`config.mk`:
```
export PLATFORM = sky130hd
export DESIGN_NAME = fpu_addsub_param
export DESIGN_NICKNAME = d
export VERILOG_FILES = /design/src/rtl/fpu_pkg.sv /design/src/rtl/fpu_lzc.sv /design/src/rtl/fpu_addsub_param.sv
export SDC_FILE = /design/constraint.sdc
export NUM_CORES = 1
export LEC_CHECK = 0
export ABC_AREA = 1
export CORE_MARGIN = 4
export CORE_UTILIZATION = 45
export CTS_BUF_LIST = sky130_fd_sc_hd__clkbuf_8
export DETAILED_ROUTE_END_ITERATION = 10
export GPL_TIMING_DRIVEN = 0
export PLACE_DENSITY_LB_ADDON = 0.05
export SLEW_MARGIN = 40
export SYNTH_ARGS = -nofsm -noshare
export SYNTH_HDL_FRONTEND = slang
export SYNTH_SLANG_ARGS = --single-unit
```
`constraint.sdc`:
```
create_clock -name clock100KHz -period 10.95 [get_ports clock100KHz]
set_input_delay 1.6425 -clock clock100KHz [delete_from_list [all_inputs] [get_ports clock100KHz]]
set_output_delay 1.6425 -clock clock100KHz [all_outputs]
set_load 0.02 [all_outputs]
```
`src/rtl/fpu_pkg.sv`:
```
// Shared types and default geometry for the multi-cycle floating-point adder/subtractor.
package fpu_pkg;

    localparam int DEF_EXP_W = 6;
    localparam int DEF_MAN_W = 25;

    typedef enum logic [3:0] {
        ST_NONE      = 4'b0000,
        ST_EXACT     = 4'b0001,
        ST_INEXACT   = 4'b0010,
        ST_OVERFLOW  = 4'b0100,
        ST_UNDERFLOW = 4'b1000
    } fpu_status_t;

    typedef enum logic [2:0] {
        S_IDLE  = 3'd0,
        S_ALIGN = 3'd1,
        S_ADD   = 3'd2,
        S_NORM  = 3'd3,
        S_ROUND = 3'd4,
        S_DONE  = 3'd5
    } fpu_state_t;

endpackage

```
`src/rtl/fpu_lzc.sv`:
```
// Parametrised leading-zero counter; an all-zero input reports WIDTH.
module fpu_lzc #(
    parameter int WIDTH = 29,
    parameter int CNT_W = $clog2(WIDTH + 1)
) (
    input  logic [WIDTH-1:0] value,
    output logic [CNT_W-1:0] count
);

    // Later (higher) set bits override earlier ones, so the MSB-most one wins.
    always_comb begin
        count = CNT_W'(WIDTH);
        for (int i = 0; i < WIDTH; i++) begin
            if (value[i]) count = CNT_W'(WIDTH - 1 - i);
        end
    end

endmodule

```
`src/rtl/fpu_addsub_param.sv`:
```
// Multi-cycle floating-point add/subtract: IDLE, ALIGN, ADD, NORM, ROUND, DONE.
// Define FPU_RNE_ROUND_EN for round-to-nearest-even; otherwise results are truncated.
module fpu_addsub_param
    import fpu_pkg::*;
#(
    parameter int EXP_W = DEF_EXP_W,
    parameter int MAN_W = DEF_MAN_W
) (
    input  logic                   clock100KHz,
    input  logic                   reset,
    input  logic                   start,
    input  logic                   op_sub,
    input  logic [EXP_W+MAN_W:0]   op_A_in,
    input  logic [EXP_W+MAN_W:0]   op_B_in,
    output logic                   busy,
    output logic                   done,
    output logic [EXP_W+MAN_W:0]   data_out,
    output logic [3:0]             status_out
);

    localparam int W     = 1 + EXP_W + MAN_W;
    localparam int SIG_W = MAN_W + 1;
    localparam int EXT_W = SIG_W + 3;
    localparam int SUM_W = EXT_W + 1;
    localparam int LZC_W = $clog2(EXT_W + 1);
    localparam int EW    = ((EXP_W > LZC_W) ? EXP_W : LZC_W) + 2;

    localparam logic signed [EW-1:0] EXP_ZERO = '0;
    localparam logic signed [EW-1:0] EXP_ONE  = EW'(1);
    localparam logic signed [EW-1:0] EXP_TOP  = EW'((1 << EXP_W) - 1);

    fpu_state_t         state_reg;
    fpu_status_t        status_reg;
    logic               busy_reg, done_reg;
    logic [W-1:0]       data_reg;
    logic [W-1:0]       a_reg, b_reg;
    logic [EXT_W-1:0]   big_ext_reg, small_ext_reg;
    logic               sign_reg, sub_reg;
    logic signed [EW-1:0] exp_reg;
    logic [SUM_W-1:0]   sum_reg;
    logic [EXT_W-1:0]   norm_reg;
    logic               zero_reg, inexact_reg;
    logic [MAN_W-1:0]   mant_reg;

    logic               a_ge_b;
    logic [W-1:0]       big_op, small_op;
    logic [EXP_W-1:0]   big_exp, small_exp, exp_diff;
    logic [SIG_W-1:0]   big_sig, small_sig;
    logic [EXT_W-1:0]   small_ext, lost_mask, align_small;
    logic [SUM_W-1:0]   sum_next;
    logic [LZC_W-1:0]   lz_count;
    logic [EXT_W-1:0]   norm_next;
    logic signed [EW-1:0] norm_exp_next, round_exp_next;
    logic               round_up;
    logic [SIG_W:0]     rounded;
    logic [MAN_W-1:0]   mant_next;

    // Operand ordering by magnitude: exponent dominates, mantissa breaks ties.
    always_comb begin
        a_ge_b    = a_reg[W-2:0] >= b_reg[W-2:0];
        big_op    = a_ge_b ? a_reg : b_reg;
        small_op  = a_ge_b ? b_reg : a_reg;
        big_exp   = big_op[W-2:MAN_W];
        small_exp = small_op[W-2:MAN_W];
        big_sig   = (big_exp == '0) ? '0 : {1'b1, big_op[MAN_W-1:0]};
        small_sig = (small_exp == '0) ? '0 : {1'b1, small_op[MAN_W-1:0]};
        exp_diff  = big_exp - small_exp;
        small_ext = {small_sig, 3'b000};
        lost_mask = ~({EXT_W{1'b1}} << exp_diff);
        if (int'(exp_diff) > MAN_W + 2)
            align_small = {{(EXT_W-1){1'b0}}, |small_sig};
        else
            align_small = (small_ext >> exp_diff)
                        | {{(EXT_W-1){1'b0}}, |(small_ext & lost_mask)};
    end

    always_comb begin
        if (sub_reg)
            sum_next = {1'b0, big_ext_reg} - {1'b0, small_ext_reg};
        else
            sum_next = {1'b0, big_ext_reg} + {1'b0, small_ext_reg};
    end

    fpu_lzc #(
        .WIDTH (EXT_W),
        .CNT_W (LZC_W)
    ) u_lzc (
        .value (sum_reg[EXT_W-1:0]),
        .count (lz_count)
    );

    always_comb begin
        if (sum_reg[SUM_W-1]) begin
            norm_next     = {sum_reg[SUM_W-1:2], sum_reg[1] | sum_reg[0]};
            norm_exp_next = exp_reg + EXP_ONE;
        end else begin
            norm_next     = sum_reg[EXT_W-1:0] << lz_count;
            norm_exp_next = exp_reg - $signed({{(EW-LZC_W){1'b0}}, lz_count});
        end
    end

    // Low three bits of norm_reg are guard, round and sticky; bit 3 is the result LSB.
    always_comb begin
`ifdef FPU_RNE_ROUND_EN
        round_up = norm_reg[2] & (norm_reg[1] | norm_reg[0] | norm_reg[3]);
`else
        round_up = 1'b0;
`endif
        rounded = {1'b0, norm_reg[EXT_W-1:3]} + (SIG_W+1)'(round_up);
        if (rounded[SIG_W]) begin
            mant_next      = rounded[MAN_W:1];
            round_exp_next = exp_reg + EXP_ONE;
        end else begin
            mant_next      = rounded[MAN_W-1:0];
            round_exp_next = exp_reg;
        end
    end

    always_ff @(posedge clock100KHz or posedge reset) begin
        if (reset) begin
            state_reg     <= S_IDLE;
            status_reg    <= ST_NONE;
            busy_reg      <= 1'b0;
            done_reg      <= 1'b0;
            data_reg      <= '0;
            a_reg         <= '0;
            b_reg         <= '0;
            big_ext_reg   <= '0;
            small_ext_reg <= '0;
            sign_reg      <= 1'b0;
            sub_reg       <= 1'b0;
            exp_reg       <= '0;
            sum_reg       <= '0;
            norm_reg      <= '0;
            zero_reg      <= 1'b0;
            inexact_reg   <= 1'b0;
            mant_reg      <= '0;
        end else begin
            done_reg <= 1'b0;
            case (state_reg)
                S_IDLE: begin
                    // busy is still high during the done cycle, which blocks acceptance there.
                    if (busy_reg) begin
                        busy_reg <= 1'b0;
                    end else if (start) begin
                        a_reg     <= op_A_in;
                        b_reg     <= {op_B_in[W-1] ^ op_sub, op_B_in[W-2:0]};
                        busy_reg  <= 1'b1;
                        state_reg <= S_ALIGN;
                    end
                end
                S_ALIGN: begin
                    big_ext_reg   <= {big_sig, 3'b000};
                    small_ext_reg <= align_small;
                    sign_reg      <= big_op[W-1];
                    sub_reg       <= big_op[W-1] ^ small_op[W-1];
                    exp_reg       <= $signed({{(EW-EXP_W){1'b0}}, big_exp});
                    state_reg     <= S_ADD;
                end
                S_ADD: begin
                    sum_reg <= sum_next;
                    if (sum_next == '0) sign_reg <= 1'b0;
                    state_reg <= S_NORM;
                end
                S_NORM: begin
                    norm_reg  <= norm_next;
                    exp_reg   <= norm_exp_next;
                    zero_reg  <= (sum_reg == '0);
                    state_reg <= S_ROUND;
                end
                S_ROUND: begin
                    mant_reg    <= mant_next;
                    exp_reg     <= round_exp_next;
                    inexact_reg <= |norm_reg[2:0];
                    state_reg   <= S_DONE;
                end
                S_DONE: begin
                    if (zero_reg) begin
                        data_reg   <= '0;
                        status_reg <= ST_EXACT;
                    end else if (exp_reg >= EXP_TOP) begin
                        data_reg   <= '0;
                        status_reg <= ST_OVERFLOW;
                    end else if (exp_reg <= EXP_ZERO) begin
                        data_reg   <= '0;
                        status_reg <= ST_UNDERFLOW;
                    end else begin
                        data_reg   <= {sign_reg, exp_reg[EXP_W-1:0], mant_reg};
                        status_reg <= inexact_reg ? ST_INEXACT : ST_EXACT;
                    end
                    done_reg  <= 1'b1;
                    state_reg <= S_IDLE;
                end
                default: state_reg <= S_IDLE;
            endcase
        end
    end

    assign busy       = busy_reg;
    assign done       = done_reg;
    assign data_out   = data_reg;
    assign status_out = status_reg;

endmodule
```
==> run metrics, run 1 <==
status=completed; Non-Filler Instances=3,272; CP max stage cell=dfrtp_1; syn avg cell area=6.96 um2; RSZ-0062 raised after global routing=no; Primary FF master, synth=dfrtp_1; Setup Fix Bufs, Post-CTS=0; via count=18,500; FP Rows=72; Initial Util=45.9%; met2 Use GR=49.8%; Die X-Extent=207 um; WP data required=11.44 ns; type of the worst min-delay path=reg2reg; Slew Limit Headroom=45.3%; Final min period=5.05 ns; Layout area overhead=15.5%; maximum root-to-sink buffer count=3; DRT iter0 DRCs=1,692; post-CTS sizing=0; WHS Path Cells=2; GRT overflow=0; DIE AREA=0.0429 mm2; Slew Limit Fails=0; M3 GR Usage=3.90%; clk slew on worst S/H paths=0.06 ns; share of layout cells above drive strength 1=5.52%; Final Cycle Share=46.1%; CP max stage delay=0.47 ns; met1 usage=39.2%; htree depth=2; vias in the first global route=18,100; Num CTS Buffers=45; EDFF count, synth=0; arrival time at the worst endpoint=5.54 ns; DRC viols=0; final WL=65,700 um; hold buffer count at CTS=0; Final Hold Vio Count=0; Max FO, Critical Path=10; Synth cell types=60; First-pass DRT Iterations=6; post-DR vias/cell=5.67; biggest area consumer among synthesized cells=dfrtp_1; Final HPWL DP=52,400 um; busiest grt layer=met2; PortBufs=105; Root Driver=clkbuf_8; RePlAce Congestion=0.987; share of the synthesized area in the top cell type=35.8%; top post-synthesis cells by area=dfrtp_1 36%, nand2_1 15%, nand3_1 8.2%; largest net degree at the start of global routing=82; Avg WL per Cell=20.1 um; CTS tree=yes; CTS sink count=255; kind of critical path=reg2reg; Final Net Count=2,881; f_max=0.198 GHz; top-count cell post-synth=nand2_1; Syn Nets=2,726; worst slew pin tran=0.818 ns; final cell utilization of the core=53.0%; Yosys reg bits=255; Placed Cells incl. Taps=3,189; Top Ports=106; die height=207 um; Clock Skew=0.0372 ns; Seq/Total Area, Yosys=35.8%; Max Cap Viol=0; Fillers=3,978; Clk Latency, worst-skew pair=0.64 ns; cells after synthesis=2,563; initial antenna violation count=2; Fin Setup TNS=0 ns; Routed Antenna Nets=0; final setup fails=0; Setup crit start kind=register; post-synthesis async set-or-reset flop share=100%; core area=0.0389 mm2; first-pass GRT wire length=103,000 um; Commonest cells post-synth=724 x nand2_1, 294 x nand3_1, 259 x inv_1, 255 x dfrtp_1, 240 x o21ai_0; Synth warnings=0; worst reg2reg path depth=47; # diodes=0; Most Frequent Cell on Critical Path=nand2_1; All-Layer GR Usage=29.9%; crit end category=register; mapped cell area=0.0178 mm2
-- cell families after synthesis --
group	synth area share, %
buffers and inverters	8.85
flip-flops	35.8
adder cells (fa/ha/maj)	6.74
multiplexers	0.112
AND/OR/NAND/NOR	29.7
XOR/XNOR	1.52
AO/OA/AOI/OAI	17.3
-- worst paths after layout --
| kind | from | endpoint | slack, ns |
|---|---|---|---|
| worst max-delay path | sum_reg[1] | exp_reg[7] | 5.90 |
| worst max register to register | sum_reg[1] | exp_reg[7] | 5.90 |
| max in group asynchronous | reset | norm_reg[12] | 8.72 |
| min in group asynchronous | reset | data_out[2] | 1.46 |
| worst min-delay path | mant_reg[12] | mant_reg[12] | 0.47 |
| worst min register to register | mant_reg[12] | mant_reg[12] | 0.47 |
-- placed cells by master, fill, tap and decap left out, drive strengths merged, types with 3 or more instances in the layout --
master and count:
a21oi 136, clkinv 11, o31ai 7, a21o 3, xnor2 3, xor2 28, ha 93, nand2 737
nor3 18, a211oi 4, o21ai 273, nor4 12, o211ai 18, nand3 297, a22oi 8, nor2 145
a31oi 10, or2 7, clkbuf 148, inv 287, o22ai 17, o221ai 6, dfrtp 255, a32o 31
buf 39, o21bai 5, nand3b 4, o21a 4, nand4 24, clkdlybuf4s50 105
-- layout make-up --
type / count / area, um2 / share of cell area [%]
plain buffers: 127 / 542 / 2.63
clock buffers: 57 / 785 / 3.81
clock inverters: 26 / 171 / 0.832
inverters: 275 / 1040 / 5.07
multi-input cells: 1906 / 9910 / 48.1
flip-flops and latches: 255 / 6380 / 31.0
well taps: 518 / 648 / 3.14
repair buffers: 108 / 1130 / 5.50
-- critical path: cells and delay by family (launching register included) --
kind / cells / cell delay (ns)
AO/OA/AOI/OAI: 6 / 0.76
XOR/XNOR: 2 / 0.39
adder cells (fa/ha/maj): 2 / 0.57
buffers and inverters: 5 / 0.61
flip-flops: 1 / 0.47
AND/OR/NAND/NOR: 32 / 2.08
-- metal layers --
layer	part of all wire [%]	routed length, um	vias up
met5	0.017	11	-
met4	5.0	3270	2
met3	5.5	3600	176
met2	47	31100	632
met1	42	27800	8873
li1	-	-	8866
-- through the flow --
step           setup slack (ns)  hold WS [ns]  cell area, um2
2_1_floorplan              2.29         0.442           17800
3_3_place_gp             -0.854         0.455           19500
3_5_place_dp               6.00         0.460           19700
4_1_cts                    5.93         0.476           20600
5_1_grt                    5.26         0.492           20600
6_report                   5.90         0.471           20600
Power of run 1 is left out: the tool's default activity adds up to more than one toggle a clock period on the data nets, which glitch-free logic cannot reach.
==> run 2: changes to the inputs <==
==> constraint.sdc (replaced) <==
create_clock -name clock100KHz -period 4.45 [get_ports clock100KHz]
set_input_delay 0.6675 -clock clock100KHz [delete_from_list [all_inputs] [get_ports clock100KHz]]
set_output_delay 0.6675 -clock clock100KHz [all_outputs]
set_load 0.02 [all_outputs]
==> run metrics, run 2 (synthesized netlist as in run 1, its figures left out) <==
Top Ports=106 (unchanged); DRT iter0 DRCs=1,671 (-1.2%); crit end category=register; All-Layer GR Usage=30.0% (+0.096 points); Reg2Reg Capture Point=exp_reg[7]; kind of critical path=reg2reg; commonest non-fill, non-tap cell in the layout=nand2_1; # diodes=0 (unchanged); maximum root-to-sink buffer count=3 (unchanged); Root Driver=clkbuf_8; Max Cap Viol=0 (unchanged); post-DR vias/cell=5.68 (+0.13%); Final Cycle Share=96.5% (+50 points); core area=0.0389 mm2 (unchanged); Non-Filler Instances=3,299 (+0.83%); r2r setup slk=0.16 ns (-5.75 ns); total area of sequential cells=0.00639 mm2 (+0.12%); final cell utilization of the core=54.2% (+1.2 points); htree depth=2 (unchanged); Slew Limit Headroom=44.0% (-1.3 points); vias in the first global route=18,100 (-0.10%); Placed Cells incl. Taps=3,198 (+0.28%); GRT overflow=0 (unchanged); Clk Latency, worst-skew pair=0.63 ns (about the same); CTS sink count=255 (unchanged); status=completed; clk slew on worst S/H paths=0.06 ns (about the same); Avg WL per Cell=20.2 um (+0.61%); CTS tree=yes; largest net degree at the start of global routing=27 (-67%); Slew Limit Fails=0 (unchanged); type of the worst min-delay path=in2async; PortBufs=105 (unchanged); commonest cells after routing, fill and taps aside=722 x nand2_1, 294 x nand3_1, 270 x inv_1; Fin Setup TNS=0 ns (unchanged); Die X-Extent=207 um (unchanged); Layout area overhead=18.1%; CP max stage cell=clkbuf_1; WP data required=4.93 ns (-6.51 ns); hold buffer count at CTS=0 (unchanged); DRC viols=0 (unchanged); first-pass GRT wire length=103,000 um (+0.37%); Initial Util=45.9% (unchanged); share of layout cells above drive strength 1=7.44% (+1.9 points); Max FO, Critical Path=10 (unchanged); final setup fails=0 (unchanged); RePlAce Congestion=1.00 (+1.5%); Routed Antenna Nets=0 (unchanged); Buf+Inv Stages, Crit Path=5 (unchanged); RSZ-0062 raised after global routing=yes; initial antenna violation count=1 (-1); Final HPWL DP=53,200 um (+1.4%); cell area after layout=0.0211 mm2 (+2.3%); Fillers=3,880 (-2.5%); Area after DPL=0.0199 mm2 (+1.1%); f_max=0.233 GHz (+18%); Clock Skew=0.0543 ns (+0.0171 ns); Final Hold Vio Count=0 (unchanged); Num CTS Buffers=46 (+2.2%); arrival time at the worst endpoint=4.77 ns (-0.77 ns); CP cell instances=nor4_1 > inv_1 > nor2_1 > o21ai_0 > inv_1 > clkbuf_1 > o21ai_0 > a21oi_1 > ha_1 > inv_1 > nor2_1 > nor2_1 > o21ai_1 > inv_1 > nor2_2 > nor2_1 > o21bai_1 > xor2_1 > xor2_1 > o22ai_1; First-pass DRT Iterations=6 (unchanged); final WL=66,700 um (+1.4%); worst reg2reg path depth=20 (-57%); worst reg2reg startpoint=sum_reg[21]; via count=18,700 (+0.96%); FP Rows=72 (unchanged); DIE AREA=0.0429 mm2 (unchanged); Crit path max-delay family=buffers and inverters; Final Net Count=2,911 (+1.0%); die height=207 um (unchanged); worst slew pin tran=0.834 ns (+0.0157 ns); Final min period=4.29 ns (-0.755 ns); footprint of the multi-input gates=0.0100 mm2 (+1.0%); CP max stage delay=0.59 ns (+0.12 ns); Setup crit start kind=register
[run 2: layer usage]
layer | wire length [um] | share of wire (%) | GRT usage, %
met1 | 28100 | 42 | 39.4
met2 | 32300 | 48 | 51.5
met3 | 3840 | 5.8 | 3.63
met4 | 2430 | 3.6 | 10.4
met5 | 11 | 0.017 | 0
[run 2: worst max-delay path by stage]
stage           startpoint                 to  slack (ns)  cells after the start
2_1_floorplan   sum_reg[1]         exp_reg[7]        0.40                     47
3_3_place_gp         reset  small_ext_reg[15]       -1.42                      2
3_5_place_dp    sum_reg[3]         exp_reg[7]       -0.45                     45
4_1_cts         sum_reg[1]         exp_reg[7]        0.02                     47
5_1_grt         sum_reg[2]         exp_reg[7]       -0.20                     45
6_report       sum_reg[21]         exp_reg[7]        0.16                     20
[run 2: what timing repair did]
item,CTS,global route
pin swaps,1,19
setup buffers,1,22
gates resized for setup,13,34
endpoints found under the setup margin,8,23
[run 2: cell type report]
cell class	count	area share (%)
Timing Repair Buffer	140	7.19
Sequential cell	255	30.3
Clock inverter	22	0.552
Clock buffer	59	3.85
Buffer	124	2.55
Multi-Input combinational cell	1906	47.5
Tap cell	518	3.08
Inverter	275	4.97
[run 2: through the flow]
stage                     worst slack (ns)  hold WS (ns)
after floorplan                      0.397         0.442
after global placement               -1.42         0.463
after detailed placement            -0.452         0.463
after CTS                           0.0238         0.281
after global routing                -0.204         0.316
final                                0.156         0.328
Power of run 2 is left out for the same reason.
